<file path="src/rtl/uart_ctrl.sv">
// UART controller: TX/RX serialisers with show-ahead FIFOs, sticky line errors,
// RX watermark interrupt and optional parity, driven by a one-op-per-cycle CPU bus.
module uart_ctrl #(
  parameter int CLK_FREQ = 50000000,
  parameter int BAUD     = 115200,
  parameter int FIFO_AW  = 4,
  parameter int PARITY   = 0,
  parameter int RX_WM    = 8
) (
  input  logic        clk,
  input  logic        rst_n,
  input  logic [2:0]  cpu_op,
  input  logic [7:0]  cpu_wdata,
  output logic [31:0] cpu_rdata,
  output logic        irq,
  output logic        tx,
  input  logic        rx
);

  localparam int DIV   = CLK_FREQ / BAUD;
  localparam int HALF  = DIV / 2;
  localparam int DEPTH = 1 << FIFO_AW;
  localparam int CW    = $clog2(DIV);
  localparam int UW    = FIFO_AW + 1;

  localparam logic [CW-1:0]      DIV_M1  = CW'(DIV - 1);
  localparam logic [CW-1:0]      HALF_M1 = CW'(HALF - 1);
  localparam logic [CW-1:0]      CNT_ONE = CW'(1);
  localparam logic [UW-1:0]      DEPTH_U = UW'(DEPTH);
  localparam logic [UW-1:0]      RX_WM_U = UW'(RX_WM);
  localparam logic [UW-1:0]      USE_ONE = UW'(1);
  localparam logic [FIFO_AW-1:0] PTR_ONE = FIFO_AW'(1);
  localparam logic               PAR_ODD = (PARITY == 2);

  typedef enum logic [2:0] {
    S_IDLE  = 3'd0,
    S_START = 3'd1,
    S_DATA  = 3'd2,
    S_PAR   = 3'd3,
    S_STOP  = 3'd4
  } state_t;

  logic op_clr, op_pop, op_push, op_flush;

  assign op_clr   = (cpu_op == 3'b001);
  assign op_pop   = (cpu_op == 3'b010);
  assign op_push  = (cpu_op == 3'b011);
  assign op_flush = (cpu_op == 3'b100);

  // TX FIFO
  logic [7:0]         tx_mem [DEPTH];
  logic [FIFO_AW-1:0] tx_wptr_q, tx_wptr_d, tx_rptr_q, tx_rptr_d;
  logic [UW-1:0]      tx_used_q, tx_used_d;
  logic               tx_full, tx_empty, tx_push, tx_pop;

  assign tx_full  = (tx_used_q == DEPTH_U);
  assign tx_empty = (tx_used_q == '0);
  assign tx_push  = op_push && !tx_full;

  always_comb begin
    tx_wptr_d = tx_wptr_q;
    tx_rptr_d = tx_rptr_q;
    tx_used_d = tx_used_q;
    if (op_flush) begin
      tx_wptr_d = '0;
      tx_rptr_d = '0;
      tx_used_d = '0;
    end else begin
      if (tx_push) tx_wptr_d = tx_wptr_q + PTR_ONE;
      if (tx_pop)  tx_rptr_d = tx_rptr_q + PTR_ONE;
      if (tx_push && !tx_pop)      tx_used_d = tx_used_q + USE_ONE;
      else if (!tx_push && tx_pop) tx_used_d = tx_used_q - USE_ONE;
    end
  end

  always_ff @(posedge clk) begin
    if (tx_push) tx_mem[tx_wptr_q] <= cpu_wdata;
  end

  // TX serialiser
  state_t          tx_state_q, tx_state_d;
  logic [CW-1:0]   tx_cnt_q, tx_cnt_d;
  logic [2:0]      tx_bit_q, tx_bit_d;
  logic [7:0]      tx_byte_q, tx_byte_d;
  logic            tx_q, tx_d;
  logic            tx_par_bit;

  assign tx_par_bit = (^tx_byte_q) ^ PAR_ODD;

  always_comb begin
    tx_state_d = tx_state_q;
    tx_cnt_d   = tx_cnt_q;
    tx_bit_d   = tx_bit_q;
    tx_byte_d  = tx_byte_q;
    tx_d       = tx_q;
    tx_pop     = 1'b0;
    case (tx_state_q)
      S_IDLE: begin
        tx_d = 1'b1;
        if (!tx_empty) begin
          tx_pop     = 1'b1;
          tx_byte_d  = tx_mem[tx_rptr_q];
          tx_d       = 1'b0;
          tx_cnt_d   = '0;
          tx_state_d = S_START;
        end
      end
      S_START: begin
        if (tx_cnt_q == DIV_M1) begin
          tx_cnt_d   = '0;
          tx_bit_d   = '0;
          tx_d       = tx_byte_q[0];
          tx_state_d = S_DATA;
        end else begin
          tx_cnt_d = tx_cnt_q + CNT_ONE;
        end
      end
      S_DATA: begin
        if (tx_cnt_q == DIV_M1) begin
          tx_cnt_d = '0;
          if (tx_bit_q == 3'd7) begin
            if (PARITY != 0) begin
              tx_d       = tx_par_bit;
              tx_state_d = S_PAR;
            end else begin
              tx_d       = 1'b1;
              tx_state_d = S_STOP;
            end
          end else begin
            tx_bit_d = tx_bit_q + 3'd1;
            tx_d     = tx_byte_q[tx_bit_q + 3'd1];
          end
        end else begin
          tx_cnt_d = tx_cnt_q + CNT_ONE;
        end
      end
      S_PAR: begin
        if (tx_cnt_q == DIV_M1) begin
          tx_cnt_d   = '0;
          tx_d       = 1'b1;
          tx_state_d = S_STOP;
        end else begin
          tx_cnt_d = tx_cnt_q + CNT_ONE;
        end
      end
      S_STOP: begin
        if (tx_cnt_q == DIV_M1) begin
          tx_cnt_d   = '0;
          tx_d       = 1'b1;
          tx_state_d = S_IDLE;
        end else begin
          tx_cnt_d = tx_cnt_q + CNT_ONE;
        end
      end
      default: begin
        tx_d       = 1'b1;
        tx_state_d = S_IDLE;
      end
    endcase
  end

  // RX deserialiser; rx_s3_q is the previous synchronised sample for edge detect
  state_t          rx_state_q, rx_state_d;
  logic [CW-1:0]   rx_cnt_q, rx_cnt_d;
  logic [2:0]      rx_bit_q, rx_bit_d;
  logic [7:0]      rx_shift_q, rx_shift_d;
  logic            rx_perr_q, rx_perr_d;
  logic            rx_s1_q, rx_s2_q, rx_s3_q;
  logic            rx_done, set_frame, set_par;

  always_comb begin
    rx_state_d = rx_state_q;
    rx_cnt_d   = rx_cnt_q;
    rx_bit_d   = rx_bit_q;
    rx_shift_d = rx_shift_q;
    rx_perr_d  = rx_perr_q;
    rx_done    = 1'b0;
    set_frame  = 1'b0;
    set_par    = 1'b0;
    case (rx_state_q)
      S_IDLE: begin
        if (rx_s3_q && !rx_s2_q) begin
          rx_cnt_d   = '0;
          rx_state_d = S_START;
        end
      end
      S_START: begin
        if (rx_cnt_q == HALF_M1) begin
          rx_cnt_d   = '0;
          rx_bit_d   = '0;
          rx_state_d = rx_s2_q ? S_IDLE : S_DATA;
        end else begin
          rx_cnt_d = rx_cnt_q + CNT_ONE;
        end
      end
      S_DATA: begin
        if (rx_cnt_q == DIV_M1) begin
          rx_cnt_d   = '0;
          rx_shift_d = {rx_s2_q, rx_shift_q[7:1]};
          if (rx_bit_q == 3'd7) begin
            rx_perr_d  = 1'b0;
            rx_state_d = (PARITY != 0) ? S_PAR : S_STOP;
          end else begin
            rx_bit_d = rx_bit_q + 3'd1;
          end
        end else begin
          rx_cnt_d = rx_cnt_q + CNT_ONE;
        end
      end
      S_PAR: begin
        if (rx_cnt_q == DIV_M1) begin
          rx_cnt_d   = '0;
          rx_perr_d  = ((^rx_shift_q) ^ rx_s2_q) != PAR_ODD;
          rx_state_d = S_STOP;
        end else begin
          rx_cnt_d = rx_cnt_q + CNT_ONE;
        end
      end
      S_STOP: begin
        if (rx_cnt_q == DIV_M1) begin
          rx_cnt_d   = '0;
          rx_state_d = S_IDLE;
          if (!rx_s2_q)       set_frame = 1'b1;
          else if (rx_perr_q) set_par   = 1'b1;
          else                rx_done   = 1'b1;
        end else begin
          rx_cnt_d = rx_cnt_q + CNT_ONE;
        end
      end
      default: rx_state_d = S_IDLE;
    endcase
  end

  // RX FIFO; a byte landing in a flush cycle goes into the freshly emptied slot 0
  logic [7:0]         rx_mem [DEPTH];
  logic [FIFO_AW-1:0] rx_wptr_q, rx_wptr_d, rx_rptr_q, rx_rptr_d, rx_waddr;
  logic [UW-1:0]      rx_used_q, rx_used_d;
  logic               rx_full, rx_empty, rx_pop, rx_wr, set_ovr;

  assign rx_full  = (rx_used_q == DEPTH_U);
  assign rx_empty = (rx_used_q == '0);
  assign rx_pop   = op_pop && !rx_empty;
  assign rx_wr    = rx_done && (!rx_full || rx_pop || op_flush);
  assign set_ovr  = rx_done && !rx_wr;
  assign rx_waddr = op_flush ? '0 : rx_wptr_q;

  always_comb begin
    rx_wptr_d = rx_wptr_q;
    rx_rptr_d = rx_rptr_q;
    rx_used_d = rx_used_q;
    if (op_flush) begin
      rx_rptr_d = '0;
      rx_wptr_d = rx_wr ? PTR_ONE : '0;
      rx_used_d = rx_wr ? USE_ONE : '0;
    end else begin
      if (rx_wr)  rx_wptr_d = rx_wptr_q + PTR_ONE;
      if (rx_pop) rx_rptr_d = rx_rptr_q + PTR_ONE;
      if (rx_wr && !rx_pop)      rx_used_d = rx_used_q + USE_ONE;
      else if (!rx_wr && rx_pop) rx_used_d = rx_used_q - USE_ONE;
    end
  end

  always_ff @(posedge clk) begin
    if (rx_wr) rx_mem[rx_waddr] <= rx_shift_q;
  end

  // Sticky errors: a same-cycle detection wins over a clear
  logic frame_err_q, frame_err_d, par_err_q, par_err_d, ovr_err_q, ovr_err_d;

  always_comb begin
    frame_err_d = (frame_err_q && !op_clr) || set_frame;
    par_err_d   = (par_err_q   && !op_clr) || set_par;
    ovr_err_d   = (ovr_err_q   && !op_clr) || set_ovr;
  end

  always_ff @(posedge clk or negedge rst_n) begin
    if (!rst_n) begin
      tx_wptr_q   <= '0;
      tx_rptr_q   <= '0;
      tx_used_q   <= '0;
      rx_wptr_q   <= '0;
      rx_rptr_q   <= '0;
      rx_used_q   <= '0;
      tx_state_q  <= S_IDLE;
      tx_cnt_q    <= '0;
      tx_bit_q    <= '0;
      tx_q        <= 1'b1;
      rx_state_q  <= S_IDLE;
      rx_cnt_q    <= '0;
      rx_bit_q    <= '0;
      rx_perr_q   <= 1'b0;
      rx_s1_q     <= 1'b1;
      rx_s2_q     <= 1'b1;
      rx_s3_q     <= 1'b1;
      frame_err_q <= 1'b0;
      par_err_q   <= 1'b0;
      ovr_err_q   <= 1'b0;
    end else begin
      tx_wptr_q   <= tx_wptr_d;
      tx_rptr_q   <= tx_rptr_d;
      tx_used_q   <= tx_used_d;
      rx_wptr_q   <= rx_wptr_d;
      rx_rptr_q   <= rx_rptr_d;
      rx_used_q   <= rx_used_d;
      tx_state_q  <= tx_state_d;
      tx_cnt_q    <= tx_cnt_d;
      tx_bit_q    <= tx_bit_d;
      tx_q        <= tx_d;
      rx_state_q  <= rx_state_d;
      rx_cnt_q    <= rx_cnt_d;
      rx_bit_q    <= rx_bit_d;
      rx_perr_q   <= rx_perr_d;
      rx_s1_q     <= rx;
      rx_s2_q     <= rx_s1_q;
      rx_s3_q     <= rx_s2_q;
      frame_err_q <= frame_err_d;
      par_err_q   <= par_err_d;
      ovr_err_q   <= ovr_err_d;
    end
  end

  always_ff @(posedge clk) begin
    tx_byte_q  <= tx_byte_d;
    rx_shift_q <= rx_shift_d;
  end

  logic [7:0] rx_head;

  assign rx_head   = rx_empty ? 8'h00 : rx_mem[rx_rptr_q];
  assign cpu_rdata = {1'b0, par_err_q, ovr_err_q, frame_err_q,
                      tx_full, tx_empty, rx_full, rx_empty,
                      rx_head, 8'(tx_used_q), 8'(rx_used_q)};
  assign irq       = (rx_used_q >= RX_WM_U) || frame_err_q || par_err_q || ovr_err_q;
  assign tx        = tx_q;

endmodule

</file>
<file path="config.mk">
export PLATFORM = sky130hd
export DESIGN_NAME = uart_ctrl
export DESIGN_NICKNAME = d
export VERILOG_FILES = /design/src/rtl/uart_ctrl.sv
export SDC_FILE = /design/constraint.sdc
export NUM_CORES = 1
export LEC_CHECK = 0
export ABC_AREA = 1
export BUFFER_PORTS_ARGS = -buffer_cell sky130_fd_sc_hd__buf_2
export CORE_ASPECT_RATIO = 1.5
export CORE_MARGIN = 8
export CORE_UTILIZATION = 55
export DETAILED_ROUTE_END_ITERATION = 10
export PLACE_DENSITY = 0.76
export SYNTH_ARGS = -nofsm -noshare
export SYNTH_HDL_FRONTEND = slang
export SYNTH_SLANG_ARGS = --single-unit
</file>
<file path="constraint.sdc">
create_clock -name clk -period 2.96 [get_ports clk]
set_clock_uncertainty 0.1 [all_clocks]
set_input_delay 0.592 -clock clk [delete_from_list [all_inputs] [get_ports clk]]
set_output_delay 0.592 -clock clk [all_outputs]
set_load 0.005 [all_outputs]
</file>
==> metrics <==
die area ~33000 um2; Worst setup EP type output pin; Yosys reg bits 336; Layout area overhead 12.1%; grt ovf 0; Comb power frac 0.315; Layout Cells excl Fill 1808; Sw Share 0.347; fin util 0.627; GPL Wtd Cong 0.865; core box area 26600 um2; met3 usage 0.0270; Post-synth EDFFs between 200 and 300; worst-path cell chain clkinv_1 > nand3_1 > a21oi_1 > o21a_1 > buf_2; Seq pwr share 0.406; commonest non-fill, non-tap cells in the layout 283 x nand2_1, 272 x edfxtp_1, 185 x nor2_1; Max VDD drop 0.000636 V; routed via count 10200; die height between 200 and 250 um; Crit path max-delay family buffers and inverters; dpl hpwl 22200 um; maxcap violations 0; antenna violations before repair 0; met1 Track Usage GR 0.221; number of nets in the layout ~1500; Place WS 319 ps; clock share of power 0.279; Seq/Total Area, Yosys 0.657; Via density around 5.6; leakage 6.42 nW; max_slew headroom 0.448; maximum clock path buffer count 3; RSZ-0062 raised after global routing false; largest net degree at the start of global routing 67; detailed router's first-iteration violation count roughly 720; Top Usage Layer GRT met2; commonest non-fill, non-tap cell in the layout nand2_1; Reg area 9780 um2; reg-to-reg slack, setup 370 ps; global-route wire length before repair 51600 um; multi-input logic area 4470 um2; clock-pin slew on the worst setup and hold paths 70 ps; Setup violations, final 0; Row Count 73; final WL 32700 um; post-layout instance area 16700 um2; required time worst endpoint 2270 ps; synth warn 0; crit path time final 2870 ps; PD cells 861 nW/um2; Final Hold Viols 0; die span in x 150 um; period utilisation layout 0.969; switching pwr 4.98 mW; Post-Syn Area roughly 15000 um2; Cell Count Post-Placement 1749; CTS tree built; Setup TNS Final 0 ps; Placement Cell Area 15600 um2; Setup WS post-layout 91.8 ps; hold crit path type in2reg; Primary FF master, synth edfxtp_1; CTS root buffer clkbuf_16; Initial Utilization 0.560; worst-margin pin slew 828 ps; CP arrival roughly 2200 ps; Routed Antenna Nets 0; Synth cell types 45; DR WL/cell 18.1 um; Syn Area/Cell 10.8 um2; CP Launch Type flop; Tot Pwr about 14 mW; Residual DRC 0; Final Slew Violations 0; crit-path max FO 17; CP max-delay cell clkinv_1; Mapped Cells 1381; WP buf/inv 2; Internal around 9.4 mW; Clock Latency Late Sink 560 ps; I/O Pins 48; clk sinks about 340; vias in the first global route a little over 10000; WS Path Type reg2out; CTS Buf Count 30; layout cells sized above 1 0.124; met2 Track Usage GR 0.368; Total GRT Usage 0.200; 1st-pass router iterations 6; htree depth 1; run status finished, final reports clean; Filler cells 2092; biggest cell delay along the critical path 450 ps; FMAX 349 MHz; Synth async-reset ratio 0.190; Port Buffers 40; final hold slack 51.8 ps
-- layer usage --
metal	vias up	wire, um
met5	-	0
met4	0	1340
met3	77	1580
met2	292	17500
met1	4915	12200
li1	4892	-
-- final cells by class --
cell class	count	area share
diodes	2	0.000300
clock buffers	44	0.0518
clock inverters	12	0.00953
inverters	81	0.0186
multi-input cells	903	0.268
flip-flops and latches	336	0.586
well taps	337	0.0253
repair buffers	93	0.0398
-- power groups by stage --
stage          Sequential (mW)  Clock [mW]  Combinational, mW
6_report                  5.83        4.01               4.53
3_3_place_gp              5.90           0               4.40
3_5_place_dp              5.91           0               4.50
5_1_grt                   5.87        4.25               5.09
4_1_cts                   5.82        4.06               4.54
2_1_floorplan             5.72           0               3.32
-- final timing paths --
check                                          from                       end  cells after the start
min                                              rx         rx_s1_q$_DFF_PN1_                      1
max reg2reg                 rx_cnt_q[1]$_DFFE_PN0P_  rx_used_q[4]$_DFFE_PN0P_                     16
min in group asynchronous                     rst_n   tx_cnt_q[0]$_DFFE_PN0P_                      3
max                        rx_rptr_q[2]$_DFFE_PN0P_             cpu_rdata[16]                      5
max in group asynchronous                     rst_n         rx_s1_q$_DFF_PN1_                      3
min reg2reg                       rx_s1_q$_DFF_PN1_         rx_s2_q$_DFF_PN1_                      0
-- cells by family after synthesis --
| kind of cell | count (synthesis) | synth area share |
|---|---|---|
| buffers and inverters | 148 | 0.0438 |
| muxes | 1 | 0.000673 |
| adders and majority gates | 25 | 0.0220 |
| AOI/OAI and AO/OA | 186 | 0.0718 |
| and+or+nand+nor | 667 | 0.194 |
| other | 1 | 0.000252 |
| DFF | 336 | 0.657 |
| xor gates and xnor gates | 17 | 0.0100 |
-- Yosys cell counts, types with 5 or more instances --
| master | n | area (um2) |
|---|---|---|
| nand2_1 | 283 | 1060 |
| edfxtp_1 | 272 | 8170 |
| nor2_1 | 185 | 694 |
| nand3_1 | 139 | 696 |
| o21ai_0 | 86 | 430 |
| inv_1 | 68 | 255 |
| dfrtp_1 | 60 | 1500 |
| o211ai_1 | 34 | 255 |
| a21oi_1 | 32 | 160 |
| buf_2 | 25 | 125 |
| ha_1 | 23 | 288 |
| clkbuf_1 | 22 | 82.6 |
| buf_4 | 17 | 128 |
| nand4_1 | 14 | 87.6 |
| o21ai_1 | 14 | 70.1 |
| nor3_1 | 13 | 65.1 |
| xor2_1 | 12 | 105 |
| o21a_1 | 10 | 75.1 |
| inv_2 | 8 | 30.0 |
| nand2_2 | 8 | 50.1 |
| nand3_2 | 8 | 80.1 |
| xnor2_1 | 5 | 43.8 |
-- what timing repair did --
item	CTS	global route
gates resized for setup	4	2
hold buffers	1	0
buffers inserted	0	0
endpoints found under the hold margin	60	0
cloned	0	0
setup endpoints to repair	8	5
-- sequential cells by signal, summed over array words and instances (netlist names), 3 cells and up --
name        cells
rx_state_q      3
rx_bit_q        3
tx_cnt_q        9
rx_wptr_q       4
tx_mem        128
tx_used_q       5
tx_bit_q        3
rx_mem        128
rx_cnt_q        9
rx_rptr_q       4
rx_used_q       5
tx_rptr_q       4
rx_shift_q      8
tx_wptr_q       4
tx_state_q      3
tx_byte_q       8
Power figures use the tool's default switching activity.
